--- src/rtl/stream_pkg.sv ---
// Shared defaults and FSM encoding for the frame source controller.
// Pixel width and frame geometry defaults target RGB565 720p.
package stream_pkg;

  localparam int DW_DEF    = 16;
  localparam int H_ACT_DEF = 1280;
  localparam int V_ACT_DEF = 720;

  typedef enum logic [1:0] {
    ST_IDLE = 2'd0,
    ST_PASS = 2'd1,
    ST_DROP = 2'd2
  } state_e;

  // Width of a counter that must hold values 0..n inclusive.
  function automatic int cnt_width(input int n);
    return $clog2(n + 1);
  endfunction

endpackage

--- src/rtl/stream_hold_reg.sv ---
// One-entry pixel hold register; emits its pixel when the next one is loaded,
// or on its own in the cycle after it was loaded if it carries eop.
module stream_hold_reg #(
  parameter int DW = 16
) (
  input  logic          clk,
  input  logic          rst_n,
  input  logic          load,
  input  logic [DW-1:0] load_data,
  input  logic          load_sop,
  input  logic          load_eop,
  input  logic          force_eop,
  output logic [DW-1:0] dout,
  output logic          dout_vld,
  output logic          dout_sop,
  output logic          dout_eop
);

  logic          full_q, full_d;
  logic [DW-1:0] data_q, data_d;
  logic          sop_q, sop_d;
  logic          eop_q, eop_d;
  logic          emit;

  assign emit = full_q & (eop_q | load);

  always_comb begin
    full_d = full_q;
    data_d = data_q;
    sop_d  = sop_q;
    eop_d  = eop_q;
    if (load) begin
      full_d = 1'b1;
      data_d = load_data;
      sop_d  = load_sop;
      eop_d  = load_eop;
    end else if (emit) begin
      full_d = 1'b0;
    end
  end

  always_ff @(posedge clk or negedge rst_n) begin
    if (!rst_n) begin
      full_q <= 1'b0;
      data_q <= '0;
      sop_q  <= 1'b0;
      eop_q  <= 1'b0;
    end else begin
      full_q <= full_d;
      data_q <= data_d;
      sop_q  <= sop_d;
      eop_q  <= eop_d;
    end
  end

  // force_eop closes the held frame when a new sop displaces it.
  assign dout     = data_q;
  assign dout_vld = emit;
  assign dout_sop = emit & sop_q;
  assign dout_eop = emit & (eop_q | force_eop);

endmodule

--- src/rtl/frame_src_ctrl.sv ---
// Selects camera or test-pattern stream frame by frame, enforces frame length
// and reports malformed frames. Streams are valid-only: a pixel is transferred
// in every cycle its vld is high; there is no backpressure.
module frame_src_ctrl
  import stream_pkg::*;
#(
  parameter int DW    = DW_DEF,
  parameter int H_ACT = H_ACT_DEF,
  parameter int V_ACT = V_ACT_DEF
) (
  input  logic          clk,
  input  logic          rst_n,
  input  logic          sel,
  input  logic [DW-1:0] s0_din,
  input  logic [DW-1:0] s1_din,
  input  logic          s0_vld,
  input  logic          s1_vld,
  input  logic          s0_sop,
  input  logic          s1_sop,
  input  logic          s0_eop,
  input  logic          s1_eop,
  output logic [DW-1:0] dout,
  output logic          dout_vld,
  output logic          dout_sop,
  output logic          dout_eop,
  output logic          active_src,
  output logic          busy,
  output logic          frame_err,
  output logic [7:0]    err_cnt,
  output state_e        state_dbg
);

  localparam int             CW         = cnt_width(H_ACT * V_ACT);
  localparam logic [CW-1:0]  FRAME_LAST = CW'(H_ACT * V_ACT);
  localparam logic [CW-1:0]  CNT_ONE    = CW'(1);

  state_e        state_q, state_d;
  logic [CW-1:0] cnt_q, cnt_d;
  logic          active_src_q, active_src_d;
  logic          frame_err_q, frame_err_d;
  logic [7:0]    err_cnt_q, err_cnt_d;

  logic          src_sel;
  logic          in_vld, in_sop, in_eop;
  logic [DW-1:0] in_data;
  logic          acc, start, mid_sop, hold_eop, err;
  logic [CW-1:0] cnt_next;

  // Outside a frame the live sel picks the source; inside, the latched one does.
  assign src_sel = (state_q == ST_PASS) ? active_src_q : sel;
  assign in_vld  = src_sel ? s1_vld : s0_vld;
  assign in_sop  = src_sel ? s1_sop : s0_sop;
  assign in_eop  = src_sel ? s1_eop : s0_eop;
  assign in_data = src_sel ? s1_din : s0_din;

  always_comb begin
    state_d      = state_q;
    cnt_d        = cnt_q;
    active_src_d = active_src_q;
    acc          = 1'b0;
    start        = 1'b0;
    mid_sop      = 1'b0;
    hold_eop     = 1'b0;
    err          = 1'b0;

    if (state_q == ST_PASS) begin
      acc     = in_vld;
      start   = in_vld & in_sop;
      mid_sop = start;
    end else begin
      acc   = in_vld & in_sop;
      start = acc;
    end

    cnt_next = start ? CNT_ONE : cnt_q + CNT_ONE;

    if (acc) begin
      if (start) active_src_d = sel;
      if (in_eop) begin
        state_d  = ST_IDLE;
        cnt_d    = '0;
        hold_eop = 1'b1;
        err      = (cnt_next != FRAME_LAST);
      end else if (cnt_next == FRAME_LAST) begin
        // Frame is full but the source has not ended it: cut it here.
        state_d  = ST_DROP;
        cnt_d    = '0;
        hold_eop = 1'b1;
        err      = 1'b1;
      end else begin
        state_d = ST_PASS;
        cnt_d   = cnt_next;
      end
    end

    if (mid_sop) err = 1'b1;

    frame_err_d = err;
    err_cnt_d   = (err && err_cnt_q != 8'hFF) ? err_cnt_q + 8'd1 : err_cnt_q;
  end

  always_ff @(posedge clk or negedge rst_n) begin
    if (!rst_n) begin
      state_q      <= ST_IDLE;
      cnt_q        <= '0;
      active_src_q <= 1'b0;
      frame_err_q  <= 1'b0;
      err_cnt_q    <= 8'd0;
    end else begin
      state_q      <= state_d;
      cnt_q        <= cnt_d;
      active_src_q <= active_src_d;
      frame_err_q  <= frame_err_d;
      err_cnt_q    <= err_cnt_d;
    end
  end

  stream_hold_reg #(.DW(DW)) u_hold (
    .clk       (clk),
    .rst_n     (rst_n),
    .load      (acc),
    .load_data (in_data),
    .load_sop  (start),
    .load_eop  (hold_eop),
    .force_eop (mid_sop),
    .dout      (dout),
    .dout_vld  (dout_vld),
    .dout_sop  (dout_sop),
    .dout_eop  (dout_eop)
  );

  assign active_src = active_src_q;
  assign busy       = (state_q == ST_PASS);
  assign frame_err  = frame_err_q;
  assign err_cnt    = err_cnt_q;
  assign state_dbg  = state_q;

endmodule

--- config.mk ---
export PLATFORM = sky130hd
export DESIGN_NAME = frame_src_ctrl
export DESIGN_NICKNAME = d
export VERILOG_FILES = /design/src/rtl/stream_pkg.sv /design/src/rtl/stream_hold_reg.sv /design/src/rtl/frame_src_ctrl.sv
export SDC_FILE = /design/constraint.sdc
export NUM_CORES = 1
export LEC_CHECK = 0
export ABC_CLOCK_PERIOD_IN_PS = 10900
export CORE_MARGIN = 4
export CORE_UTILIZATION = 35
export DETAILED_ROUTE_END_ITERATION = 10
export GPL_ROUTABILITY_DRIVEN = 0
export PLACE_DENSITY = 0.66
export RECOVER_POWER = 100
export SYNTH_ARGS = -nofsm -noshare
export SYNTH_HDL_FRONTEND = slang
export SYNTH_HIERARCHICAL = 1
export SYNTH_SLANG_ARGS = --single-unit
--- constraint.sdc ---
create_clock -name clk -period 10.9 [get_ports clk]
set_clock_uncertainty 0.05 [all_clocks]
set_input_delay 1.635 -clock clk [delete_from_list [all_inputs] [get_ports clk]]
set_output_delay 1.635 -clock clk [all_outputs]
set_load 0.005 [all_outputs]
==> impl_metrics.py, run 1 <==
metrics = {
    "drt": {
        "drt_wl_total_um": 7321,
        "drt-vias-per-instance": 5.316,
        "routedWlPerCell_um": 15.45,
        "drc": 0,
        "drtAntennaViolNets": 0,
        "initialDrtViolationCount": 176,
        "drtPass1Iterations": 4,
        "vias": 2520,
    },
    "layout": {
        "multiInputGateArea_mm2": 0.001553,
        "drive_gt1_frac": 0.08672,
        "nets": 413,
        "final_util": 0.4610,
        "area_growth_pct": 26.67,
        "register_area_mm2": 0.001276,
        "n_antenna_cell": 0,
        "n_fill_cell": 822,
    },
    "pwr": {
        "p_seq_frac": 0.373,
        "p_per_area_mw_per_mm2": 202.1,
        "intPower_w": 0.0005026,
        "p_switching_w": 0.0002746,
        "ir_drop_mv": 0.1524,
        "power_frac_clock": 0.177,
        "comb_power_share": 0.450,
        "netSwitchingFraction": 0.3533,
        "total_power_w": 0.0007771,
        "p_leak_nw": 1.597,
    },
    "clock_tree": {
        "cts_resized": 0,
        "clock_sinks": 51,
        "cts_hold_buf": 0,
        "clk_pin_slew_worst_paths_ns": 0.09,
        "h-tree-depth": 2,
        "cts_setup_buffers": 0,
        "cts_max_path_buffers": 2,
        "numCtsBuffers": 5,
        "cts_tree": "yes",
        "clkLatencyLatePin_ns": 0.31,
        "cts_root_buffer": "clkbuf_8",
    },
    "timing": {
        "drv_slew": 108,
        "finalSetupViolCount": 0,
        "hold_violations": 0,
        "finalCriticalPeriod_ns": 7.427,
        "setup_ws_ns": 3.473,
        "hold-worst-slack_ns": 0.4417,
        "worstMarginPinSlew_ns": 2.712,
        "rsz0062_at_grt": "no",
        "setup_tns_ns": 0,
        "slew_headroom": -0.8079,
        "clock.fmax_mhz": 134.6,
        "fin_crit_sh": 0.6814,
    },
    "run_status": {
        "status": "finished with violations",
        "violations": "capacitance limit, slew limit",
    },
    "critical_path": {
        "cp-startpoint": "sel",
        "r2r_end": "err_cnt[1]",
        "critPathMaxFanout": 20,
        "end_kind": "output pin",
        "critical_path_class": "in2out",
        "arrival_ns": 5.74,
        "regToRegSetupSlack_ns": 4.78,
        "r2r_start": "state_dbg[1]",
        "start_kind": "primary input",
        "r2r_cells": 9,
        "required_ns": 9.22,
        "cp-endpoint": "dout_sop",
    },
    "global_routing": {
        "grt_pass1_wl_um": 12320,
        "grt_pass1_vias": 2468,
        "grtUsageMet1": 0.2062,
        "grtUsageMet3": 0.03253,
        "grt_use_met2": 0.2344,
        "grt.overflow.total": 0,
        "grt_use_total": 0.1468,
        "grt_max_degree": 52,
        "top_usage_layer": "met2",
        "antenna_found_initial": 0,
    },
    "yosys": {
        "netlist-cell-type-count": 48,
        "postSynthAreaPerCell_um2": 9.920,
        "synth.area.top_cells": "dfrtp_1 42%, mux2_4 8.4%, mux2_2 6.3%, o21ai_0 4.1%, nand2_1 4.0%",
        "ys_seq_area_frac": 0.4204,
        "yosys.area.top_type": "dfrtp_1",
        "synthArstFlopShare": 1.000,
        "synthFlopType": "dfrtp_1",
        "ys_seq_elements": 51,
        "syn_nets": 351,
        "synth_edf_count": 0,
        "yosysWarnings": 6,
        "syn_area_mm2": 0.003035,
        "synth_largest_type_area_fraction": 0.4204,
        "syn_inst": 306,
    },
    "placed_design": {
        "hpwl_um": 5189,
        "place_ws_ns": 5.015,
        "port_buffers": 72,
    },
    "job": {
        "drv_cap": 3,
    },
    "floorplan": {
        "die_height_um": 101.1,
        "die_area_mm2": 0.01023,
        "initial_utilization": 0.3639,
        "rows": 33,
        "fp.coreArea_mm2": 0.008341,
        "die_w_um": 101.1,
        "ioPinCount": 73,
    },
    "min_path": {
        "min_path_type": "reg2reg",
    },
}
-- critical path, stage by stage --
cell and delay [ns]:
dlygate4sd3_1 0.58, a21boi_0 1.97, o211ai_1 0.15, clkbuf_1 0.39, inv_1 0.18, o21a_1 0.15, and2_1 0.12, dlygate4sd3_1 0.56
-- registers in the layout (all words and copies together) (netlist names) --
register and count:
cnt_q 20, u_hold/dout 16, err_cnt 8, state_dbg 2
active_src 1, frame_err 1, u_hold/eop_q 1, u_hold/full_q 1
u_hold/sop_q 1
-- synth_stat cells (all sizes together) (2+ instances only) --
library cell	number
dfrtp	51
mux2	34
nand2	33
o21ai	26
nor2	14
clkbuf	12
nand3	12
inv	11
nand4	9
buf	8
xnor2	8
and3	6
nor3	6
nor4	6
or3	6
o31ai	5
a22o	4
a31oi	4
ha	4
nand2b	4
xor2	4
a211oi	3
a21o	3
a21oi	3
and4	3
mux2i	3
o211ai	3
o41ai	3
a21boi	2
a22oi	2
nand3b	2
nor2b	2
o2111ai	2
o21a	2
-- metal layers --
| metal | share of wire | vias up |
|---|---|---|
| met1 | 0.46 | 1217 |
| li1 | - | 1236 |
| met5 | 0 | - |
| met3 | 0.058 | 4 |
| met4 | 0.0059 | 0 |
| met2 | 0.48 | 63 |
-- power groups by stage --
stage	Combinational [W]	Sequential [W]	Clock [W]
after global routing	0.000388	0.000301	0.000149
final	0.000350	0.000290	0.000138
after detailed placement	0.000413	0.000296	0
after global placement	0.000406	0.000297	0
after CTS	0.000415	0.000295	0.000142
after floorplan	0.000241	0.000292	0
-- placed cells by master (no fill, tap or decap), drive strengths merged, types with 5 or more instances in the layout --
cell type and n:
xnor2 8, clkdlybuf4s50 38, nand3 12, clkbuf 8, and3 6, nor3 6
nor2 14, nor4 6, o31ai 5, nand4 9, dfrtp 51, o21ai 26
mux2 34, or3 6, inv 12, dlygate4sd3 33, nand2 33
-- logic make-up (layout without fill, tap and decap cells) --
logic type | count (synthesis) | count (layout) | synth area share
AO/OA/AOI/OAI | 65 | 65 | 0.1401
flip-flops | 51 | 51 | 0.4204
AND/OR/NAND/NOR | 106 | 106 | 0.1838
buffers and inverters | 31 | 94 | 0.04740
XOR/XNOR | 12 | 12 | 0.03462
multiplexers | 37 | 37 | 0.1570
adder cells (fa/ha/maj) | 4 | 4 | 0.01649
-- worst min path at each step --
stage / start / slack (ns) / cells past startpoint / to
global placement: u_hold/dout[7] / 0.44 / 1 / u_hold/dout[7]
global route: u_hold/dout[9] / 0.46 / 1 / u_hold/dout[9]
CTS: err_cnt[7] / 0.47 / 1 / err_cnt[7]
detailed placement: u_hold/dout[1] / 0.44 / 1 / u_hold/dout[1]
floorplan: u_hold/full_q / 0.42 / 1 / u_hold/full_q
finish: u_hold/dout[10] / 0.44 / 1 / u_hold/dout[10]
-- final cells by class --
class | count | area share
Multi-Input combinational cell | 224 | 0.4038
Sequential cell | 51 | 0.3319
Inverter | 11 | 0.01074
Tap cell | 105 | 0.03417
Timing Repair Buffer | 75 | 0.1891
Clock buffer | 5 | 0.01790
Clock inverter | 3 | 0.01237
-- metrics by stage --
| step | instance area, um2 | std cells |
|---|---|---|
| finish | 3845 | 474 |
| floorplan | 3035 | 306 |
| global placement | 3806 | 466 |
| global route | 3845 | 474 |
| detailed placement | 3806 | 466 |
| CTS | 3923 | 474 |
Power figures use the tool's default switching activity.
==> inputs of run 2 (changes only) <==
--- a/config.mk
+++ b/config.mk
@@ -5,7 +5,7 @@
 export SDC_FILE = /design/constraint.sdc
 export NUM_CORES = 1
 export LEC_CHECK = 0
-export ABC_CLOCK_PERIOD_IN_PS = 10900
+export ABC_CLOCK_PERIOD_IN_PS = 7310
 export CORE_MARGIN = 4
 export CORE_UTILIZATION = 35
 export DETAILED_ROUTE_END_ITERATION = 10
==> constraint.sdc (replaced) <==
create_clock -name clk -period 7.31 [get_ports clk]
set_clock_uncertainty 0.05 [all_clocks]
set_input_delay 1.0965 -clock clk [delete_from_list [all_inputs] [get_ports clk]]
set_output_delay 1.0965 -clock clk [all_outputs]
set_load 0.005 [all_outputs]
==> run 2 against run 1 <==
Compared with the run above: the flow still finishes with violations (capacitance limit, slew limit); sequential cell count unchanged; die area unchanged; cell count unchanged; highest routed layer unchanged.
==> impl_metrics.py, run 2 (synthesis results as in run 1) <==
metrics = {
    "layout": {
        "final_cell_mix": "51 x dfrtp_1, 38 x clkdlybuf4s50_1, 33 x nand2_1, 33 x dlygate4sd3_1, 25 x o21ai_0",
        "area_growth_pct": 25.64,
        "mostFrequentLayoutCell": "dfrtp_1",
        "n_fill_cell": 825,
        "drive_gt1_frac": 0.08401,
        "multiInputGateArea_mm2": 0.001549,
        "n_antenna_cell": 0,
        "largest_register": "cnt_q",
        "largest_reg_flops": 20,
        "fin_cells": 474,
        "register_area_mm2": 0.001276,
        "nets": 413,
    },
    "floorplan": {
        "die_height_um": 101.1,
        "initial_utilization": 0.3639,
        "fp.coreArea_mm2": 0.008341,
        "rows": 33,
        "ioPinCount": 73,
        "die_area_mm2": 0.01023,
        "die_w_um": 101.1,
    },
    "clock_tree": {
        "cts_root_buffer": "clkbuf_8",
        "cts_setup_buffers": 0,
        "clock_sinks": 51,
        "clk_pin_slew_worst_paths_ns": 0.09,
        "h-tree-depth": 2,
        "cts_max_path_buffers": 2,
        "clkLatencyLatePin_ns": 0.30,
        "cts_tree": "yes",
        "cts_resized": 0,
        "cts_hold_buf": 0,
        "numCtsBuffers": 5,
    },
    "drt": {
        "drc": 0,
        "drt-vias-per-instance": 5.422,
        "drtPass1Iterations": 4,
        "initialDrtViolationCount": 157,
        "vias": 2570,
        "drtAntennaViolNets": 0,
        "drt_wl_total_um": 7453,
        "routedWlPerCell_um": 15.72,
    },
    "timing": {
        "clock.fmax_mhz": 190.7,
        "drv_slew": 87,
        "finalSetupViolCount": 0,
        "worstMarginPinSlew_ns": 2.751,
        "hold_violations": 0,
        "fin_crit_sh": 0.7173,
        "rsz0062_at_grt": "no",
        "setup_tns_ns": 0,
        "finalCriticalPeriod_ns": 5.243,
        "slew_headroom": -0.8341,
    },
    "pwr": {
        "comb_power_share": 0.465,
        "p_leak_nw": 1.579,
        "power_frac_clock": 0.145,
        "netSwitchingFraction": 0.3651,
        "p_switching_w": 0.0004067,
        "p_per_area_mw_per_mm2": 292.1,
        "intPower_w": 0.0007073,
        "p_seq_frac": 0.391,
        "ir_drop_mv": 0.2028,
    },
    "critical_path": {
        "critPathMaxFanout": 34,
        "required_ns": 7.45,
        "crit_slowest_cell": "clkbuf_1",
        "critical_path_class": "in2reg",
        "worst-path-buf-inv": 4,
        "end_kind": "register",
        "start_kind": "primary input",
        "arrival_ns": 5.39,
        "cp_slowest_stage_delay_ns": 1.30,
        "cp_top_family": "buffers and inverters",
        "path_cells": "dlygate4sd3_1 -> a21boi_0 -> buf_4 -> o211ai_1 -> inv_1 -> clkbuf_1 -> a22oi_1 -> a31oi_1 -> mux2_2",
    },
    "placed_design": {
        "dp_cells": 466,
        "port_buffers": 72,
        "hpwl_um": 5216,
    },
    "min_path": {
        "min_path_type": "reg2reg",
    },
    "global_routing": {
        "grt_use_total": 0.1494,
        "antenna_found_initial": 0,
        "grt_max_degree": 52,
        "grt_pass1_vias": 2507,
        "grt_pass1_wl_um": 12420,
        "grt.overflow.total": 0,
    },
    "run_status": {
        "status": "finished with violations",
        "violations": "capacitance limit, slew limit",
    },
    "job": {
        "drv_cap": 2,
    },
}
## run 2: final timing paths
kind | to | startpoint | slack (ns) | depth (start not counted)
max in group asynchronous | err_cnt[4] | rst_n | 3.95 | 2
worst min register to register | err_cnt[6] | err_cnt[6] | 0.44 | 1
min in group asynchronous | u_hold/dout[14] | rst_n | 1.70 | 2
worst max-delay path | err_cnt[1] | sel | 2.07 | 9
worst max register to register | err_cnt[1] | state_dbg[1] | 2.82 | 9
worst min-delay path | err_cnt[6] | err_cnt[6] | 0.44 | 1
## run 2: worst register-to-register path: stages (launching register included)
cell	delay, ns
dfrtp_1	0.42
nand2b_1	0.19
a21boi_0	0.19
buf_4	0.30
o211ai_1	0.43
inv_1	0.24
clkbuf_1	1.30
a22oi_1	0.26
a31oi_1	0.61
mux2_2	0.40
## run 2: final cells by class
cell class,instances,share of cell area
Multi-Input combinational cell,224,0.4062
Sequential cell,51,0.3346
Timing Repair Buffer,75,0.1916
Tap cell,105,0.03445
Clock buffer,6,0.01903
Inverter,11,0.01083
Clock inverter,2,0.003281
## run 2: stage by stage
step	cell area (um2)	util	power (W)	hold WS, ns	worst slack, ns
after floorplan	3035	-	0.0007947	0.4179	3.658
after global placement	3806	0.4563	0.001050	0.4306	2.411
after detailed placement	3806	0.4563	0.001059	0.4357	2.344
after CTS	3891	0.4665	0.001231	0.4491	2.338
after global routing	3814	0.4572	0.001206	0.4613	1.623
final	3814	0.4572	0.001114	0.4355	2.067
## run 2: power groups by stage
stage               clock [W]  sequential (W)  combinational (W)
floorplan                   0        0.000436           0.000359
global placement            0        0.000442           0.000608
detailed placement          0        0.000442           0.000617
CTS                  0.000170        0.000443           0.000618
global route         0.000178        0.000453           0.000576
finish               0.000161        0.000435           0.000518
## run 2: per-layer routing
metal | vias up | share of wire | GRT usage | wire length (um)
met3 | 15 | 0.053 | 0.03253 | 396
met5 | - | 0 | 0 | 0
met2 | 87 | 0.48 | 0.2324 | 3609
met4 | 0 | 0.019 | 0.05828 | 138
met1 | 1231 | 0.44 | 0.2031 | 3310
li1 | 1237 | - | - | -
